$ cat src/rtl/row_to_word_packer.sv
// row_to_word_packer
//   Packs a stream of narrow rows (COL_COUNT x 32-bit lanes) into dense
//   512-bit words (16 x 32-bit lanes). Rows are packed back-to-back, so one
//   row may straddle two words. A word is emitted as soon as 16 lanes are
//   filled. A row marked last flushes the residual lanes as a zero-padded
//   partial word with output_last set. That can take two words when the
//   last row overflows the current word.
//
// Ports
//   clk, rst        clock, synchronous active-high reset
//   input_data      row; column c at bits [c*32 +: 32]
//   input_valid     row valid
//   input_last      last row of the stream
//   input_ready     row accepted on input_valid && input_ready
//   output_data     packed word; lane k at bits [k*32 +: 32]
//   output_lanes    number of valid lanes in the word, 1..16
//   output_valid    word valid
//   output_last     final word of the stream
//   output_ready    word consumed on output_valid && output_ready
module row_to_word_packer #(
  parameter int COL_COUNT = 3,
  parameter int FILL_BITS = 5
) (
  input  logic                   clk,
  input  logic                   rst,
  input  logic [COL_COUNT*32-1:0] input_data,
  input  logic                   input_valid,
  input  logic                   input_last,
  output logic                   input_ready,
  output logic [511:0]           output_data,
  output logic [4:0]             output_lanes,
  output logic                   output_valid,
  output logic                   output_last,
  input  logic                   output_ready
);

  typedef enum logic {S_PACK, S_FLUSH} state_t;

  state_t                r_state, w_state_nxt;
  logic [FILL_BITS-1:0]  r_fill, w_fill_nxt, w_n;
  logic [14:0][31:0]     r_acc, w_acc_nxt;
  logic [15:0][31:0]     r_odata, w_odata_nxt;
  logic [4:0]            r_olanes, w_olanes_nxt;
  logic                  r_olast, w_olast_nxt;
  logic                  r_ovalid, w_ovalid_nxt;
  // Residual lanes followed by the incoming row: at most 15 + 16 = 31 lanes.
  logic [30:0][31:0]     w_comb;
  logic                  w_free, w_accept;

  // Output register can take a new word if empty or being drained this cycle.
  assign w_free      = !r_ovalid || output_ready;
  assign input_ready = (r_state == S_PACK) && w_free;
  assign w_accept    = input_valid && input_ready;
  assign w_n         = r_fill + FILL_BITS'(COL_COUNT);

  assign output_data  = r_odata;
  assign output_lanes = r_olanes;
  assign output_valid = r_ovalid;
  assign output_last  = r_olast;

  // Accumulator lanes at or above fill are always zero, so the row can be
  // overlaid directly at offset fill and everything past n stays zero.
  always_comb begin
    w_comb = '0;
    for (int j = 0; j < 15; j++)
      w_comb[j] = r_acc[j];
    for (int c = 0; c < COL_COUNT; c++)
      w_comb[5'(int'(r_fill) + c)] = input_data[c*32 +: 32];
  end

  always_comb begin
    w_state_nxt  = r_state;
    w_fill_nxt   = r_fill;
    w_acc_nxt    = r_acc;
    w_odata_nxt  = r_odata;
    w_olanes_nxt = r_olanes;
    w_olast_nxt  = r_olast;
    w_ovalid_nxt = r_ovalid && !output_ready;
    case (r_state)
      S_PACK: begin
        if (w_accept) begin
          if ((w_n > FILL_BITS'(16)) || ((w_n == FILL_BITS'(16)) && !input_last)) begin
            // Full word; the overflow lanes become the new residual.
            w_odata_nxt  = w_comb[15:0];
            w_olanes_nxt = 5'd16;
            w_olast_nxt  = 1'b0;
            w_ovalid_nxt = 1'b1;
            for (int j = 0; j < 15; j++)
              w_acc_nxt[j] = w_comb[16+j];
            w_fill_nxt = w_n - FILL_BITS'(16);
            if (input_last)
              w_state_nxt = S_FLUSH;
          end else if (input_last) begin
            // Last row fits: emit the zero-padded partial (or exact) word.
            w_odata_nxt  = w_comb[15:0];
            w_olanes_nxt = 5'(w_n);
            w_olast_nxt  = 1'b1;
            w_ovalid_nxt = 1'b1;
            w_fill_nxt   = '0;
            w_acc_nxt    = '0;
          end else begin
            for (int j = 0; j < 15; j++)
              w_acc_nxt[j] = w_comb[j];
            w_fill_nxt = w_n;
          end
        end
      end
      S_FLUSH: begin
        if (w_free) begin
          w_odata_nxt  = {32'd0, r_acc};
          w_olanes_nxt = 5'(r_fill);
          w_olast_nxt  = 1'b1;
          w_ovalid_nxt = 1'b1;
          w_fill_nxt   = '0;
          w_acc_nxt    = '0;
          w_state_nxt  = S_PACK;
        end
      end
      default: w_state_nxt = S_PACK;
    endcase
  end

  always_ff @(posedge clk) begin
    if (rst) begin
      r_state  <= S_PACK;
      r_fill   <= '0;
      r_acc    <= '0;
      r_odata  <= '0;
      r_olanes <= '0;
      r_olast  <= 1'b0;
      r_ovalid <= 1'b0;
    end else begin
      r_state  <= w_state_nxt;
      r_fill   <= w_fill_nxt;
      r_acc    <= w_acc_nxt;
      r_odata  <= w_odata_nxt;
      r_olanes <= w_olanes_nxt;
      r_olast  <= w_olast_nxt;
      r_ovalid <= w_ovalid_nxt;
    end
  end

endmodule

$ cat config.mk
export PLATFORM = sky130hd
export DESIGN_NAME = row_to_word_packer
export DESIGN_NICKNAME = d
export VERILOG_FILES = /design/src/rtl/row_to_word_packer.sv
export SDC_FILE = /design/constraint.sdc
export NUM_CORES = 2
export LEC_CHECK = 0
export BUFFER_PORTS_ARGS = -buffer_cell sky130_fd_sc_hd__buf_2
export CAP_MARGIN = 20
export CORE_MARGIN = 2
export CORE_UTILIZATION = 40
export CTS_CLUSTER_SIZE = 40
export DETAILED_ROUTE_END_ITERATION = 16
export PLACE_DENSITY = 0.57
export SYNTH_ARGS = -nofsm -noshare
export SYNTH_HDL_FRONTEND = slang
export SYNTH_SLANG_ARGS = --single-unit
export TNS_END_PERCENT = 50
$ cat constraint.sdc
create_clock -name clk -period 3.6 [get_ports clk]
set_clock_uncertainty 0.15 [all_clocks]
set_input_delay 0.36 -clock clk [delete_from_list [all_inputs] [get_ports clk]]
set_output_delay 0.36 -clock clk [all_outputs]
set_load 0.005 [all_outputs]
==> flow_metrics.tcl <==
set metrics [dict create \
    drtIter0Drc 9057 \
    synthToLayoutAreaGrowth_pct 15.9 \
    placed_cell_area_mm2 0.0596 \
    core_mm2 0.136 \
    port_buffers 620 \
    routed_wl_um 294000 \
    syn_area_mm2 0.0549 \
    routabilityCongestion 0.930 \
    endpoint "output_data[398]$_SDFFE_PP0P_" \
    cts_tree "built" \
    clk_latency_ns 0.77 \
    ant_nets 0 \
    fmax_mhz 302 \
    finalSetupViolCount 0 \
    path_clk_slew_ns 0.07 \
    wire_per_inst_um 34.3 \
    vias 57800 \
    antenna_found_initial 32 \
    cts_buffer_depth 3 \
    numCtsBuffers 116 \
    grt_pass1_wl_um 404000 \
    tightest_slew_ns 1.29 \
    reg2reg_slack_ns 0.28 \
    yosysTopAreaCell "dfxtp_1" \
    cts_root_buf "clkbuf_16" \
    synth_top_area_share 0.367 \
    worstSetupPathType "flop to flop" \
    synthXorXnorAreaFrac 0.00139 \
    cts.repair.resized 0 \
    cellPowerDensity_mw_per_mm2 447 \
    vias_per_cell 6.76 \
    crit_start "r_fill[1]$_SDFFE_PP0P_" \
    ff2ff_path_depth 9 \
    fin_nets 6772 \
    cts_sinks 1005 \
    synth_edf_count 0 \
    yosys-top-cells-count "dfxtp_1 (1005), nor2_1 (792), clkbuf_1 (600)" \
    row_count 135 \
    yosys-top-cells-area "dfxtp_1 (37%), mux2i_1 (8.9%), nor2_1 (5.4%), o21ai_0 (5.4%), mux2_2 (4.3%)" \
    drc 0 \
    grt_pass1_vias 51700 \
    die_x_um 374 \
    rsz0062_at_grt "no" \
    h-tree-depth 3 \
    stdcell_area_mm2 0.0636 \
    io_pins 621 \
    die_y_um 374 \
    power_leakage_uw 0.0245 \
    dieArea_mm2 0.140 \
    final.fill_count 13200 \
    yosysWarningCount 0 \
    synthCells 6487 \
    postSynthNetCount 6595 \
    r2r_start "r_fill[1]$_SDFFE_PP0P_" \
    critical_path.max_fanout 33 \
    endpoint_kind "flop" \
    seq_area_frac_synth 0.367 \
    drive_gt1_frac 0.211 \
    syn_avg_cell_area_um2 8.46 \
    ys_types 72 \
    firstDrtPassIters 6 \
    r2r-end "output_data[398]$_SDFFE_PP0P_" \
    vdd_drop_max_mv 0.407 \
    relSlewSlack 0.139 \
    cp.arrival_ns 3.82 \
    cap_violations 0 \
    synth_ff_type "dfxtp_1" \
    synthAdderAreaFrac 0.00160 \
    fin_tns_setup_ns 0 \
    synth_top_family_by_area "compound AO/OA/AOI/OAI gates" \
    synth-simple-area-share 0.186 \
    hpwl_um 174000 \
    synth_compound_area_frac 0.243 \
    synth.area.mux_share 0.140 \
    worst_slack_ns 0.284 \
    yosysMostFrequentCell "dfxtp_1" \
    slew_violations 0 \
    status "finished, final reports clean" \
    final_hold_viol_count 0 \
    synth_async_sr_flop_share 0 \
    fin_crit_ns 3.32 \
    overflow 0 \
    start_util 0.404 \
    min_period_over_period 0.921 \
    cp.required_ns 4.11 \
    pre_cts_ws_ns 0.355 \
    synth-seq-cells 1005 \
    grt_max_degree 161 \
    startpoint_type "flop" \
    grtUsageTotal 0.397 \
    hp-class "input pin to flop" \
]
[sequential cells by signal, indices dropped and copies added (netlist names)]
name,cells
output_data,512
output_lanes,5
output_last,1
r_fill,5
r_state,1
output_valid,1
r_acc,480
[per-stage QoR]
stage / instances / power (µW) / util / hold slack (ns)
after global placement: 8313 / 16300 / 0.439 / 0.296
after floorplan: 6487 / 14100 / - / 0.292
final: 8556 / 28400 / 0.468 / 0.0577
after CTS: 8535 / 28200 / 0.467 / 0.00125
after detailed placement: 8318 / 16300 / 0.439 / 0.297
after global routing: 8540 / 28900 / 0.468 / 0.0615
[logic make-up after synthesis]
group	count (synthesis)
flip-flops	1005
AO/OA/AOI/OAI	1940
buffers and inverters	788
AND/OR/NAND/NOR	2004
adder cells (fa/ha/maj)	7
multiplexers	736
XOR/XNOR	7
[worst min-delay path by stage]
stage	depth (start not counted)	start	slack, ns	end
after floorplan	2	r_acc[416]$_SDFFE_PP0P_	0.29	r_acc[416]$_SDFFE_PP0P_
after global placement	2	output_lanes[0]$_SDFFE_PP0P_	0.30	output_lanes[0]$_SDFFE_PP0P_
after detailed placement	2	output_lanes[0]$_SDFFE_PP0P_	0.30	output_lanes[0]$_SDFFE_PP0P_
after CTS	5	output_ready	0.001	r_state$_SDFF_PP0_
after global routing	4	input_data[88]	0.06	output_data[312]$_SDFFE_PP0P_
final	5	output_ready	0.06	r_state$_SDFF_PP0_
[layout by cell type, fill, tap and decap left out, types with 8 or more instances in the layout]
master     instances
o21ai_1           36
nand3b_1         192
nor2_1           787
a2111oi_0         56
a2111oi_2         61
o21ai_0          592
mux2i_1          489
dfxtp_1         1001
a21oi_1          360
o211ai_1         101
diode_2           19
clkbuf_16        119
o21ai_4            8
a211oi_1          37
mux2_1            39
a2111oi_1         43
a221o_1          185
nor3b_1           24
nor3b_2           71
a2bb2oi_1          9
a22o_1            29
buf_12            65
mux2_2           208
buf_2            619
nand2_1          504
nand2b_1          33
and2_1            10
buf_4            146
a31oi_1           97
clkinv_2          15
nor2b_1          123
a22oi_1          162
nand3_1           98
clkbuf_1          38
a221oi_1         128
nand4b_1          99
clkbuf_8          26
[repair_timing]
item / 4_1_cts / 5_1_grt
buffers inserted: 0 / 0
endpoints found under the setup margin: 0 / 0
hold buffers: 7 / 0
endpoints found under the hold margin: 31 / 0
[where the power goes]
part           internal (µW)  switching, µW
Combinational           1290           2930
Sequential             11600            500
Clock                   6930           5220
[layout make-up]
cell class / instances / area (µm²) / area share
multi-input cells: 4694 / 31800 / 0.500
repair buffers: 841 / 5610 / 0.0883
clock buffers: 183 / 3480 / 0.0547
inverters: 6 / 22.5 / 0.000354
diodes: 19 / 47.5 / 0.000748
clock inverters: 27 / 299 / 0.00470
well taps: 1781 / 2230 / 0.0351
flip-flops and latches: 1005 / 20100 / 0.317
[critical path, stage by stage (launching register included)]
cell      delay (ns)
dfxtp_1         0.49
inv_1           0.18
ha_1            0.24
nand3b_4        0.20
xnor2_2         0.48
nand2_1         0.23
o21ai_4         0.52
buf_12          0.29
a221oi_1        0.08
a211oi_1        0.27
[layer usage]
layer,global-route usage,share of wire,wire (µm)
met1,0.509,0.37,109000
met2,0.559,0.41,121000
met3,0.107,0.13,37100
met4,0.317,0.091,26900
met5,0,0.00073,215
(Power assumes the default switching activity.)
